$ cat config.mk
export PLATFORM = sky130hd
export DESIGN_NAME = rv32i_reg_file_sb
export DESIGN_NICKNAME = d
export VERILOG_FILES = /design/src/rtl/rv32i_pkg.sv /design/src/rtl/rv32i_scoreboard.sv /design/src/rtl/rv32i_reg_file_sb.sv
export SDC_FILE = /design/constraint.sdc
export NUM_CORES = 2
export LEC_CHECK = 0
export BUFFER_PORTS_ARGS = -buffer_cell sky130_fd_sc_hd__buf_4
export CORE_ASPECT_RATIO = 1.5
export CORE_MARGIN = 4
export CORE_UTILIZATION = 30
export CTS_CLUSTER_DIAMETER = 150
export DETAILED_ROUTE_END_ITERATION = 7
export SLEW_MARGIN = 40
export SYNTH_ARGS = -nofsm -noshare
export SYNTH_HDL_FRONTEND = slang
export SYNTH_SLANG_ARGS = --single-unit
$ cat constraint.sdc
create_clock -name clk -period 3.58 [get_ports clk]
set_input_delay 0.537 -clock clk [delete_from_list [all_inputs] [get_ports clk]]
set_output_delay 0.537 -clock clk [all_outputs]
set_load 0.1 [all_outputs]
$ cat src/rtl/rv32i_pkg.sv
// Shared defaults and constants for the integer register file and its scoreboard.
package rv32i_pkg;

  localparam int unsigned XLEN_DEF  = 32;
  localparam int unsigned NREGS_DEF = 32;
  localparam int unsigned REG_ZERO  = 0;

endpackage : rv32i_pkg

$ cat src/rtl/rv32i_scoreboard.sv
// Busy-bit scoreboard: one pending flag per register, a registered pending
// count, and busy outputs masked by a same-cycle writeback when bypassing.
module rv32i_scoreboard
  import rv32i_pkg::*;
#(
  parameter  int unsigned NREGS  = NREGS_DEF,
  parameter  int unsigned BYPASS = 1,
  localparam int unsigned AW     = $clog2(NREGS)
) (
  input  logic          clk,
  input  logic          rst_n,
  input  logic [AW-1:0] rs1_addr,
  input  logic [AW-1:0] rs2_addr,
  input  logic          iss_we,
  input  logic [AW-1:0] iss_addr,
  input  logic          rd_we,
  input  logic [AW-1:0] rd_addr,
  output logic          rs1_busy,
  output logic          rs2_busy,
  output logic [AW:0]   pend_cnt
);

  logic [NREGS-1:0] busy_q, busy_d;
  logic [AW:0]      cnt_q, cnt_d;
  logic             set_v, clr_v, inc, dec;
  logic             byp1, byp2;

  assign set_v = iss_we && (iss_addr != AW'(REG_ZERO));
  assign clr_v = rd_we  && (rd_addr  != AW'(REG_ZERO));

  // The count tracks actual busy-bit transitions, so a same-address
  // issue+writeback (set wins) never decrements and it always equals popcount.
  assign inc = set_v && !busy_q[iss_addr];
  assign dec = clr_v && busy_q[rd_addr] && !(set_v && (iss_addr == rd_addr));

  always_comb begin
    busy_d = busy_q;
    if (clr_v) busy_d[rd_addr]  = 1'b0;
    if (set_v) busy_d[iss_addr] = 1'b1;
    cnt_d = cnt_q + {{AW{1'b0}}, inc} - {{AW{1'b0}}, dec};
  end

  always_ff @(posedge clk or negedge rst_n) begin
    if (!rst_n) begin
      busy_q <= '0;
      cnt_q  <= '0;
    end else begin
      busy_q <= busy_d;
      cnt_q  <= cnt_d;
    end
  end

  assign byp1 = (BYPASS != 0) && clr_v && (rd_addr == rs1_addr);
  assign byp2 = (BYPASS != 0) && clr_v && (rd_addr == rs2_addr);

  assign rs1_busy = busy_q[rs1_addr] && !byp1;
  assign rs2_busy = busy_q[rs2_addr] && !byp2;
  assign pend_cnt = cnt_q;

endmodule : rv32i_scoreboard

$ cat src/rtl/rv32i_reg_file_sb.sv
// Parametrised two-read/one-write integer register file with x0 hardwired to
// zero, optional writeback-to-read bypass and an integrated busy scoreboard.
module rv32i_reg_file_sb
  import rv32i_pkg::*;
#(
  parameter  int unsigned XLEN   = XLEN_DEF,
  parameter  int unsigned NREGS  = NREGS_DEF,
  parameter  int unsigned BYPASS = 1,
  localparam int unsigned AW     = $clog2(NREGS)
) (
  input  logic            clk,
  input  logic            rst_n,
  input  logic [AW-1:0]   rs1_addr,
  output logic [XLEN-1:0] rs1_data,
  output logic            rs1_busy,
  input  logic [AW-1:0]   rs2_addr,
  output logic [XLEN-1:0] rs2_data,
  output logic            rs2_busy,
  input  logic            iss_we,
  input  logic [AW-1:0]   iss_addr,
  input  logic            rd_we,
  input  logic [AW-1:0]   rd_addr,
  input  logic [XLEN-1:0] rd_data,
  output logic [AW:0]     pend_cnt
);

  logic [XLEN-1:0] regs_q [NREGS];
  logic            wr_en;

  assign wr_en = rd_we && (rd_addr != AW'(REG_ZERO));

  // x0 is reset and never written, so a plain array read already yields zero.
  always_ff @(posedge clk or negedge rst_n) begin
    if (!rst_n) begin
      for (int unsigned i = 0; i < NREGS; i++) regs_q[i] <= '0;
    end else if (wr_en) begin
      regs_q[rd_addr] <= rd_data;
    end
  end

  always_comb begin
    rs1_data = regs_q[rs1_addr];
    rs2_data = regs_q[rs2_addr];
    if ((BYPASS != 0) && wr_en && (rd_addr == rs1_addr)) rs1_data = rd_data;
    if ((BYPASS != 0) && wr_en && (rd_addr == rs2_addr)) rs2_data = rd_data;
  end

  rv32i_scoreboard #(
    .NREGS  (NREGS),
    .BYPASS (BYPASS)
  ) u_sb (
    .clk      (clk),
    .rst_n    (rst_n),
    .rs1_addr (rs1_addr),
    .rs2_addr (rs2_addr),
    .iss_we   (iss_we),
    .iss_addr (iss_addr),
    .rd_we    (rd_we),
    .rd_addr  (rd_addr),
    .rs1_busy (rs1_busy),
    .rs2_busy (rs2_busy),
    .pend_cnt (pend_cnt)
  );

endmodule : rv32i_reg_file_sb

==> impl_metrics.tcl <==
set metrics [dict create \
    grt_use_met3 0.03379 \
    cts-htree-levels 3 \
    hpwlAfterDp_um 110900 \
    grtUsageMet2 0.3212 \
    placedCellCount 6040 \
    drt-total-wl_um 189600 \
    pwr-share-seq 0.444 \
    worstSetupPathType "input port to output port" \
    cts_sinks 1062 \
    cp.arrival_ps 3000 \
    fin_ws_ps 47.22 \
    worst_pin_slew_ps 1025 \
    drt-wirelength-per-cell_um 30.46 \
    p_int_mw 25.25 \
    syn-cell-area_um2 56360 \
    firstDrtPassIters 5 \
    grt_antenna_before_repair 8 \
    crit_path_start_kind "input port" \
    finalInstanceArea_um2 65120 \
    syn_avg_cell_area_um2 15.36 \
    ir_worst_vdd_mv 0.3711 \
    rows 194 \
    hold_path.class "input port to flip-flop" \
    endpoint_kind "output port" \
    stdcell_count 6224 \
    n_fill_cell 17690 \
    core-area_um2 186700 \
    clock.fmax_mhz 283.1 \
    vias_per_cell 5.800 \
    grtUsageMet1 0.2446 \
    cellPowerDensity_nw_per_um2 552.6 \
    netlist_top_cells_area "dfrtp_1 47%, mux4_2 22%, mux2_2 21%" \
    final_max_slew_viol_count 0 \
    yosysTopAreaCell "dfrtp_1" \
    worst-path-max-fanout 21 \
    cts_setup_buffers 0 \
    synth_most_common_cell "dfrtp_1" \
    outcome "finished, final reports clean" \
    yosysTopAreaCellShare 0.4716 \
    ys_types 56 \
    area_growth_pct 15.55 \
    clockRootBuffer "clkbuf_16" \
    start_util 0.3019 \
    clk_pin_slew_worst_paths_ps 60 \
    routabilityCongestion 0.8096 \
    grt_overflow 0 \
    insertion_delay_ps 710 \
    power.switching_mw 10.73 \
    fin_nets 3757 \
    post-route-period-util 0.9868 \
    ys.flop_type "dfrtp_1" \
    grt_pass1_wl_um 274900 \
    clk_path_buf_depth 3 \
    p_comb_frac 0.244 \
    relSlewSlack 0.3103 \
    cap_violations 0 \
    p_clk_frac 0.312 \
    utilization 0.3489 \
    dieArea_um2 195000 \
    die_y_um 538.8 \
    rsz0062_at_grt "no" \
    grt_pass1_vias 38200 \
    placedInstanceArea_um2 61710 \
    dieWidth_um 361.9 \
    io_pins 128 \
    final-setup-viol-count 0 \
    netlist_top_cells_count "1062 x dfrtp_1, 1058 x mux2_2, 542 x mux4_2, 248 x o22ai_1, 198 x clkbuf_1" \
    fin_tns_setup_ps 0 \
    track_usage 0.1911 \
    holdWs_ps 194.1 \
    top_usage_layer "met2" \
    io_buffers 127 \
    yosys_warnings 0 \
    tritoncts "done" \
    synthArstFlopShare 1.000 \
    numCtsBuffers 101 \
    place_ws_ps 22.91 \
    clock_skew_ps 15.21 \
    synth_edf_count 0 \
    swShare 0.2981 \
    remaining_drc_errors 0 \
    ff2ff_setup_slack_ps 540 \
    drive_above_1_share 0.5765 \
    grt_max_degree 89 \
    finalHoldViolCount 0 \
    drt-initial-drc-count 2872 \
    ys_seq_area_frac 0.4716 \
    syn_inst 3669 \
    p_leak_nw 27.51 \
    vias 36100 \
    drtAntennaViolNets 0 \
    crit_required_ps 3040 \
    ys_seq_elements 1062 \
    syn_nets 3732 \
    period_minus_slack_ps 3533 \
    power_mw 35.98 \
]
worst paths after layout:
path	start	cells after the start	endpoint
max	rs2_addr[3]	8	rs2_data[28]
min	iss_addr[2]	2	u_sb.busy_q[17]
max reg2reg	u_sb.busy_q[7]	13	u_sb.pend_cnt[4]
min reg2reg	regs_q[993]	0	regs_q[993]
max in group asynchronous	rst_n	4	u_sb.busy_q[24]
min in group asynchronous	rst_n	2	regs_q[114]
flip-flops by register name, indices dropped and copies added, names as in the netlist:
register / cells
regs_q: 1024
u_sb.pend_cnt: 6
u_sb.busy_q: 32
cells in the final DEF (no fill, tap or decap), types with 5 or more instances in the layout:
cell | Yosys | layout
a22o_1 | 9 | 9
and3_1 | 5 | 5
buf_12 | 0 | 100
buf_4 | 33 | 244
buf_8 | 0 | 5
bufinv_16 | 0 | 6
clkbuf_1 | 198 | 19
clkbuf_16 | 0 | 104
clkbuf_8 | 0 | 24
clkinv_2 | 0 | 17
dfrtp_1 | 1062 | 1062
ha_1 | 6 | 6
inv_1 | 10 | 10
mux2_2 | 1058 | 1058
mux2i_1 | 17 | 17
mux4_2 | 542 | 542
nand2_1 | 43 | 21
nand2_4 | 0 | 15
nand2b_1 | 7 | 5
nand3_1 | 18 | 16
nand3b_1 | 8 | 8
nor2_1 | 27 | 14
nor2_4 | 0 | 12
nor2b_1 | 8 | 8
nor4_1 | 65 | 60
nor4_2 | 0 | 5
o21ai_0 | 31 | 31
o22ai_1 | 248 | 248
xnor2_1 | 12 | 12
xor2_1 | 8 | 8
power by group through the flow:
stage	registers, mW	logic, mW	clock network [mW]
floorplan	15.8	6.53	0
global placement	16.0	8.68	0
detailed placement	16.1	8.83	0
CTS	15.9	8.85	11.4
global route	16.3	9.34	11.8
finish	16.0	8.78	11.2
cells by family after synthesis:
| family | Yosys count | synth area share |
|---|---|---|
| adders and majority gates | 7 | 0.001687 |
| xor gates and xnor gates | 20 | 0.003108 |
| muxes | 1618 | 0.4312 |
| AOI/OAI and AO/OA | 314 | 0.03566 |
| buffers and inverters | 439 | 0.03546 |
| DFF | 1062 | 0.4716 |
| and+or+nand+nor | 209 | 0.02129 |
cell type report:
cell class                      instances  area [um2]  area share
Tap cell                             2450        3065     0.04707
Inverter                               10       37.54   0.0005764
Timing Repair Buffer                  351        3946     0.06060
Sequential cell                      1062       26580      0.4081
Clock inverter                         33       367.9    0.005649
Multi-Input combinational cell       2168       28110      0.4317
Antenna cell                            3       7.507   0.0001153
Clock buffer                          147        3004     0.04613
routing by layer:
| layer | routed length, um | vias up |
|---|---|---|
| met5 | 23 | - |
| met4 | 8225 | 4 |
| met3 | 12280 | 398 |
| met2 | 93660 | 1353 |
| met1 | 75400 | 19890 |
| li1 | - | 14460 |
critical path, stage by stage:
cell,delay [ps]
buf_4,200
nor2b_1,230
nand2b_2,130
buf_12,220
o22ai_1,140
nor4_1,910
mux2_2,310
buf_4,290
timing repair:
item                                    in CTS  in global routing
endpoints found under the hold margin       35                  0
hold buffers                                 1                  0
gates resized for setup                      0                  1
endpoints found under the setup margin       0                  1
Power figures use the tool's default switching activity.
